--- config.mk ---
export PLATFORM = sky130hd
export DESIGN_NAME = rv32im_ifu
export DESIGN_NICKNAME = d
export VERILOG_FILES = /design/src/rtl/rv32im_ifu.sv
export SDC_FILE = /design/constraint.sdc
export NUM_CORES = 1
export LEC_CHECK = 0
export BUFFER_PORTS_ARGS = -buffer_cell sky130_fd_sc_hd__buf_2
export CORE_ASPECT_RATIO = 0.8
export CORE_MARGIN = 8
export CORE_UTILIZATION = 40
export CTS_CLUSTER_SIZE = 10
export DETAILED_ROUTE_END_ITERATION = 12
export SETUP_SLACK_MARGIN = 0.02
export SLEW_MARGIN = 15
export SYNTH_ARGS = -nofsm -noshare
export SYNTH_HDL_FRONTEND = slang
export SYNTH_SLANG_ARGS = --single-unit
--- constraint.sdc ---
create_clock -name clk_i -period 4.4 [get_ports clk_i]
set_input_delay 0.22 -clock clk_i [delete_from_list [all_inputs] [get_ports clk_i]]
set_output_delay 0.22 -clock clk_i [all_outputs]
set_load 0.01 [all_outputs]
--- src/rtl/rv32im_ifu.sv ---
// rv32im instruction fetch unit: owns the fetch PC, issues single outstanding
// word fetches to instruction memory and queues returned words for decode.
// A branch redirect flushes the queue, retargets the PC and discards any
// response that is still in flight.
module rv32im_ifu #(
    parameter int                          API_ADDR_WIDTH = 32,
    parameter int                          API_DATA_WIDTH = 32,
    parameter logic [API_ADDR_WIDTH-1:0]   RESET_PC       = '0,
    parameter int                          BUF_DEPTH      = 2
) (
    input  logic                      clk_i,
    input  logic                      rst_i,
    input  logic                      br_taken_i,
    input  logic [API_ADDR_WIDTH-1:0] br_pc_i,
    output logic                      imem_req_o,
    output logic [API_ADDR_WIDTH-1:0] imem_addr_o,
    input  logic                      imem_ack_i,
    input  logic                      imem_rvalid_i,
    input  logic [API_DATA_WIDTH-1:0] imem_rdata_i,
    output logic                      instr_valid_o,
    output logic [API_DATA_WIDTH-1:0] instr_o,
    output logic [API_ADDR_WIDTH-1:0] instr_pc_o,
    input  logic                      instr_ready_i
);

    localparam int                PTR_W   = $clog2(BUF_DEPTH);
    localparam int                CNT_W   = PTR_W + 1;
    localparam logic [CNT_W-1:0]  DEPTH_C = CNT_W'(BUF_DEPTH);

    typedef enum logic [1:0] {
        S_REQ     = 2'd0,
        S_WAIT    = 2'd1,
        S_DISCARD = 2'd2
    } state_t;

    state_t                    state;
    state_t                    state_n;
    logic [API_ADDR_WIDTH-1:0] fetch_pc;
    logic [API_ADDR_WIDTH-1:0] br_target;
    logic [CNT_W-1:0]          count;
    logic [PTR_W-1:0]          rd_ptr;
    logic [PTR_W-1:0]          wr_ptr;
    logic [API_ADDR_WIDTH-1:0] buf_pc    [BUF_DEPTH];
    logic [API_DATA_WIDTH-1:0] buf_instr [BUF_DEPTH];
    logic                      push;
    logic                      pop;

    // Redirect target is always word aligned; low two bits are dropped.
    assign br_target = br_pc_i & ~API_ADDR_WIDTH'(3);

    // A response is queued only while the live request is outstanding and no
    // redirect is flushing the queue; a redirect also wins over a pop.
    assign push = (state == S_WAIT) & imem_rvalid_i & ~br_taken_i & ~rst_i;
    assign pop  = instr_valid_o & instr_ready_i & ~br_taken_i;

    assign instr_valid_o = (count != '0);
    assign instr_o       = instr_valid_o ? buf_instr[rd_ptr] : '0;
    assign instr_pc_o    = instr_valid_o ? buf_pc[rd_ptr]    : '0;

    // FSM state register.
    always_ff @(posedge clk_i) begin
        if (rst_i) begin
            state <= S_REQ;
        end else begin
            state <= state_n;
        end
    end

    // FSM next state: a redirect while waiting turns the live request into a
    // killed one unless its response lands in the same cycle.
    always_comb begin
        state_n = state;
        case (state)
            S_REQ: begin
                if (imem_req_o && imem_ack_i) begin
                    state_n = S_WAIT;
                end
            end
            S_WAIT: begin
                if (imem_rvalid_i) begin
                    state_n = S_REQ;
                end else if (br_taken_i) begin
                    state_n = S_DISCARD;
                end
            end
            S_DISCARD: begin
                if (imem_rvalid_i) begin
                    state_n = S_REQ;
                end
            end
            default: state_n = S_REQ;
        endcase
    end

    // FSM outputs: request only with guaranteed buffer space; reset and
    // redirect gate the request combinationally so no stale address is acked.
    always_comb begin
        imem_req_o  = 1'b0;
        imem_addr_o = fetch_pc;
        if ((state == S_REQ) && (count < DEPTH_C) && !br_taken_i && !rst_i) begin
            imem_req_o = 1'b1;
        end
    end

    // Fetch PC and queue bookkeeping; a redirect flushes everything buffered.
    always_ff @(posedge clk_i) begin
        if (rst_i) begin
            fetch_pc <= RESET_PC;
            count    <= '0;
            rd_ptr   <= '0;
            wr_ptr   <= '0;
        end else if (br_taken_i) begin
            fetch_pc <= br_target;
            count    <= '0;
            rd_ptr   <= '0;
            wr_ptr   <= '0;
        end else begin
            if (push) begin
                fetch_pc <= fetch_pc + API_ADDR_WIDTH'(4);
                wr_ptr   <= wr_ptr + PTR_W'(1);
            end
            if (pop) begin
                rd_ptr <= rd_ptr + PTR_W'(1);
            end
            count <= count + CNT_W'(push) - CNT_W'(pop);
        end
    end

    // Queue storage: holds the PC alongside each returned word.
    always_ff @(posedge clk_i) begin
        if (push) begin
            buf_pc[wr_ptr]    <= fetch_pc;
            buf_instr[wr_ptr] <= imem_rdata_i;
        end
    end

endmodule

==> flow_summary.html <==
<table>
<tr><th>Metric</th><th>Value</th></tr>
<tr><th colspan="2">Pwr</th></tr>
<tr><td>Total power density per cell area</td><td>400 nW/um^2</td></tr>
<tr><td>LEAKAGE</td><td>3.35 nW</td></tr>
<tr><td>Highest ir drop seen on vdd</td><td>0.000249 V</td></tr>
<tr><th colspan="2">Cells and area</th></tr>
<tr><td>Growth of design area from synthesis to finish</td><td>29.5%</td></tr>
<tr><td>Fraction of layout cells with a size suffix above 1</td><td>0.286</td></tr>
<tr><td>Final Non-Filler Cells</td><td>947</td></tr>
<tr><td>Number of nets in the finished design</td><td>788</td></tr>
<tr><td>Post-route standard cell area excluding fillers</td><td>8760 sq um</td></tr>
<tr><td>Filler cell count</td><td>1451</td></tr>
<tr><td>Number of antenna diodes</td><td>0</td></tr>
<tr><th colspan="2">STA</th></tr>
<tr><td>Unrepaired setup endpoints after global routing</td><td>false</td></tr>
<tr><td>Total Negative Setup Slacks</td><td>0 ns</td></tr>
<tr><td>Final Setup Violations</td><td>0</td></tr>
<tr><td>Remaining max-slew budget at the tightest pin</td><td>0.379</td></tr>
<tr><td>Hold violation count in the final report</td><td>0</td></tr>
<tr><td>Transition at the pin with the smallest max-transition slack</td><td>0.931 ns</td></tr>
<tr><td>Share of the clock period used by the worst path</td><td>0.594</td></tr>
<tr><td>Clock skew</td><td>0.0115 ns</td></tr>
<tr><td>Min Clock Period, post-route</td><td>2.61 ns</td></tr>
<tr><td>Final number of max-transition violations</td><td>0</td></tr>
<tr><td>Worst Hold Margin</td><td>0.0204 ns</td></tr>
<tr><td>Peak clock frequency supported by timing</td><td>0.383 GHz</td></tr>
<tr><th colspan="2">Global route</th></tr>
<tr><td>GR Util All Layers</td><td>0.155</td></tr>
<tr><td>Number of global-route vias before repair</td><td>4944</td></tr>
<tr><td>Pin count of the biggest net entering global routing</td><td>63</td></tr>
<tr><td>Global route overflow</td><td>0</td></tr>
<tr><td>Number of antenna violations at the first check in global routing</td><td>0</td></tr>
<tr><td>Wire length of the first global-routing pass</td><td>26300 um</td></tr>
<tr><th colspan="2">Routing</th></tr>
<tr><td>Initial DRT Pass Iterations</td><td>5</td></tr>
<tr><td>Final Routed Wirelength</td><td>16400 um</td></tr>
<tr><td>Average wire per cell in the routed design</td><td>17.3 um</td></tr>
<tr><td>Number of vias per cell after detailed routing</td><td>4.89</td></tr>
<tr><td>Number of nets with antenna violations after routing</td><td>0</td></tr>
<tr><td>Number of DRC markers in iteration 0</td><td>277</td></tr>
<tr><td>Number of vias after detailed routing</td><td>4633</td></tr>
<tr><td>Post-route DRC</td><td>0</td></tr>
<tr><th colspan="2">Clock network</th></tr>
<tr><td>Clock transition at the register clock pins on the worst setup and hold paths after CTS</td><td>0.06 ns</td></tr>
<tr><td>Clock latency at the later pin of the worst-skew pair</td><td>0.42 ns</td></tr>
<tr><td>Max Buffers Root-to-Sink</td><td>2</td></tr>
<tr><td>Count of instances resized after the clock tree is built</td><td>0</td></tr>
<tr><td>H-Tree Level Count</td><td>4</td></tr>
<tr><td>CTS tree</td><td>yes</td></tr>
<tr><td>CTS root buffer</td><td>clkbuf_16</td></tr>
<tr><td>TritonCTS buffer count</td><td>17</td></tr>
<tr><td>Clock sinks</td><td>161</td></tr>
<tr><th colspan="2">Synthesis</th></tr>
<tr><td>Area share of the largest cell type after synthesis</td><td>0.551</td></tr>
<tr><td>Area leader, netlist</td><td>edfxtp_1</td></tr>
<tr><td>List of most frequent post-synthesis cells</td><td>edfxtp_1 (124), nor2_1 (98), mux2i_1 (67)</td></tr>
<tr><td>Library cells used by synthesis</td><td>41</td></tr>
<tr><td>Avg Synthesized Cell Area</td><td>12.9 sq um</td></tr>
<tr><td>Synthesis Warnings</td><td>0</td></tr>
<tr><td>Number of enable-type register cells in the synthesized netlist</td><td>124</td></tr>
<tr><td>Cell area after synthesis</td><td>6760 sq um</td></tr>
<tr><td>Cells taking the most area after synthesis</td><td>edfxtp_1 (55%), dfxtp_1 (11%), mux2i_1 (9.9%)</td></tr>
<tr><td>FFs w/ async S/R, synth</td><td>0</td></tr>
<tr><td>Most used flip-flop cell after synthesis</td><td>edfxtp_1</td></tr>
<tr><td>Post-synthesis instance total</td><td>525</td></tr>
<tr><td>Register bit total from synthesis</td><td>161</td></tr>
<tr><td>Most frequent cell after synthesis</td><td>edfxtp_1</td></tr>
<tr><td>Fraction of the yosys area taken by sequential cells</td><td>0.660</td></tr>
<tr><th colspan="2">Floorplan</th></tr>
<tr><td>Row count</td><td>42</td></tr>
<tr><td>CORE AREA</td><td>16600 sq um</td></tr>
<tr><td>Die Y-Extent</td><td>132 um</td></tr>
<tr><td>Horiz. Die Dim</td><td>161 um</td></tr>
<tr><td>Full die area</td><td>21300 sq um</td></tr>
<tr><td>I/O Pins</td><td>168</td></tr>
<tr><td>Initial core utilization</td><td>0.408</td></tr>
<tr><th colspan="2">Run status</th></tr>
<tr><td>Status</td><td>finished, final reports clean</td></tr>
<tr><th colspan="2">Setup path</th></tr>
<tr><td>Worst setup EP type</td><td>flip-flop</td></tr>
<tr><td>Arrival time of the worst setup path</td><td>2.66 ns</td></tr>
<tr><td>CP required</td><td>4.44 ns</td></tr>
<tr><td>Crit Path Category</td><td>flip-flop to flip-flop</td></tr>
<tr><td>Highest net fanout along the worst path</td><td>55</td></tr>
<tr><td>Critical Path Source Type</td><td>flip-flop</td></tr>
<tr><th colspan="2">Placement</th></tr>
<tr><td>Post-DP HPWL</td><td>10900 um</td></tr>
<tr><td>Number of buffers added on ports</td><td>161</td></tr>
<tr><td>Routability cong.</td><td>0.774</td></tr>
<tr><td>Inst Count DP</td><td>884</td></tr>
<tr><td>Placement Cell Area</td><td>7770 sq um</td></tr>
<tr><th colspan="2">Run</th></tr>
<tr><td>Max-cap violations</td><td>0</td></tr>
<tr><th colspan="2">Worst hold path</th></tr>
<tr><td>Worst min path class</td><td>primary input to flip-flop</td></tr>
</table>
## final cells by class
type | count | area [sq um] | area share
clock inverters | 14 | 235 | 0.0269
repair buffers | 196 | 1150 | 0.131
flip-flops and latches | 161 | 4470 | 0.510
inverters | 13 | 48.8 | 0.00557
well taps | 220 | 275 | 0.0314
clock buffers | 17 | 425 | 0.0486
multi-input cells | 326 | 2150 | 0.246
## placed cells by master, fill, tap and decap left out, types with 3 or more instances in the layout
| cell type | synthesis | routed |
|---|---|---|
| conb_1 | 1 | 4 |
| a211oi_1 | 8 | 8 |
| nand2_1 | 24 | 24 |
| ha_1 | 3 | 3 |
| xnor2_1 | 14 | 14 |
| nand4_1 | 14 | 14 |
| o21a_1 | 6 | 6 |
| mux2i_1 | 67 | 67 |
| and3_1 | 4 | 4 |
| a21oi_1 | 13 | 13 |
| xor2_1 | 15 | 15 |
| nor2_1 | 98 | 96 |
| dfxtp_1 | 37 | 36 |
| clkbuf_16 | 0 | 17 |
| buf_4 | 4 | 3 |
| nor3_1 | 7 | 7 |
| nand3_1 | 14 | 14 |
| o21ai_0 | 4 | 4 |
| edfxtp_1 | 124 | 124 |
| bufinv_16 | 0 | 6 |
| dlygate4sd3_1 | 0 | 32 |
| nor4_4 | 3 | 3 |
| inv_1 | 13 | 13 |
| nor2b_1 | 5 | 5 |
| buf_2 | 0 | 161 |
## sequential cells by signal, summed over array words and instances (netlist names), named ones only
name and count:
count 2, state 2, wr_ptr 1, buf_pc 60, imem_addr_o 30, buf_instr 64
rd_ptr 1
## path summary, 6_finish.rpt
path / start / cells past startpoint / slack (ns) / end
worst min-delay path: imem_rdata_i[14] / 1 / 0.02 / buf_instr[0][14]
worst min register to register: state[1] / 1 / 0.50 / state[0]
worst max-delay path: state[0] / 5 / 1.79 / buf_instr[0][28]
worst max register to register: state[0] / 5 / 1.79 / buf_instr[0][28]
## worst max-delay path: stages (launching register included)
cell and delay [ns]:
dfxtp_1 0.42, nand3b_1 0.36, nor2_1 0.33, inv_1 0.15
nor2_4 0.24, buf_4 0.67
## per-layer routing
layer / vias up / routed length (um) / global-route usage
met4: 0 / 107 / 0.0513
li1: 2259 / - / -
met5: - / 0 / 0
met2: 146 / 7610 / 0.246
met1: 2218 / 7510 / 0.194
met3: 10 / 1190 / 0.0540
## report_power, final
| part | internal (mW) | switching, mW |
|---|---|---|
| Clock | 1.06 | 0.580 |
| Combinational | 0.0803 | 0.0815 |
| Sequential | 1.66 | 0.0391 |
## through the flow
stage | total power, mW | setup slack [ns] | utilization
detailed placement | 1.87 | 1.61 | 0.470
finish | 3.50 | 1.79 | 0.529
CTS | 3.54 | 1.75 | 0.529
floorplan | 1.79 | 0.361 | -
global route | 3.62 | 1.58 | 0.529
global placement | 1.86 | 1.65 | 0.470
## repair_timing
item                                   CTS  global route
hold buffers                            32             0
endpoints found under the hold margin   63             0
buffers inserted                         0             0
## cells by family after synthesis
| family | count (synthesis) | share of synthesized area |
|---|---|---|
| xor gates and xnor gates | 29 | 0.0376 |
| DFF | 161 | 0.660 |
| muxes | 69 | 0.103 |
| and+or+nand+nor | 184 | 0.134 |
| other | 1 | 0.000555 |
| adders and majority gates | 3 | 0.00555 |
| buffers and inverters | 41 | 0.0250 |
| AOI/OAI and AO/OA | 37 | 0.0342 |
Note: power is estimated with default switching activity, not from simulation.
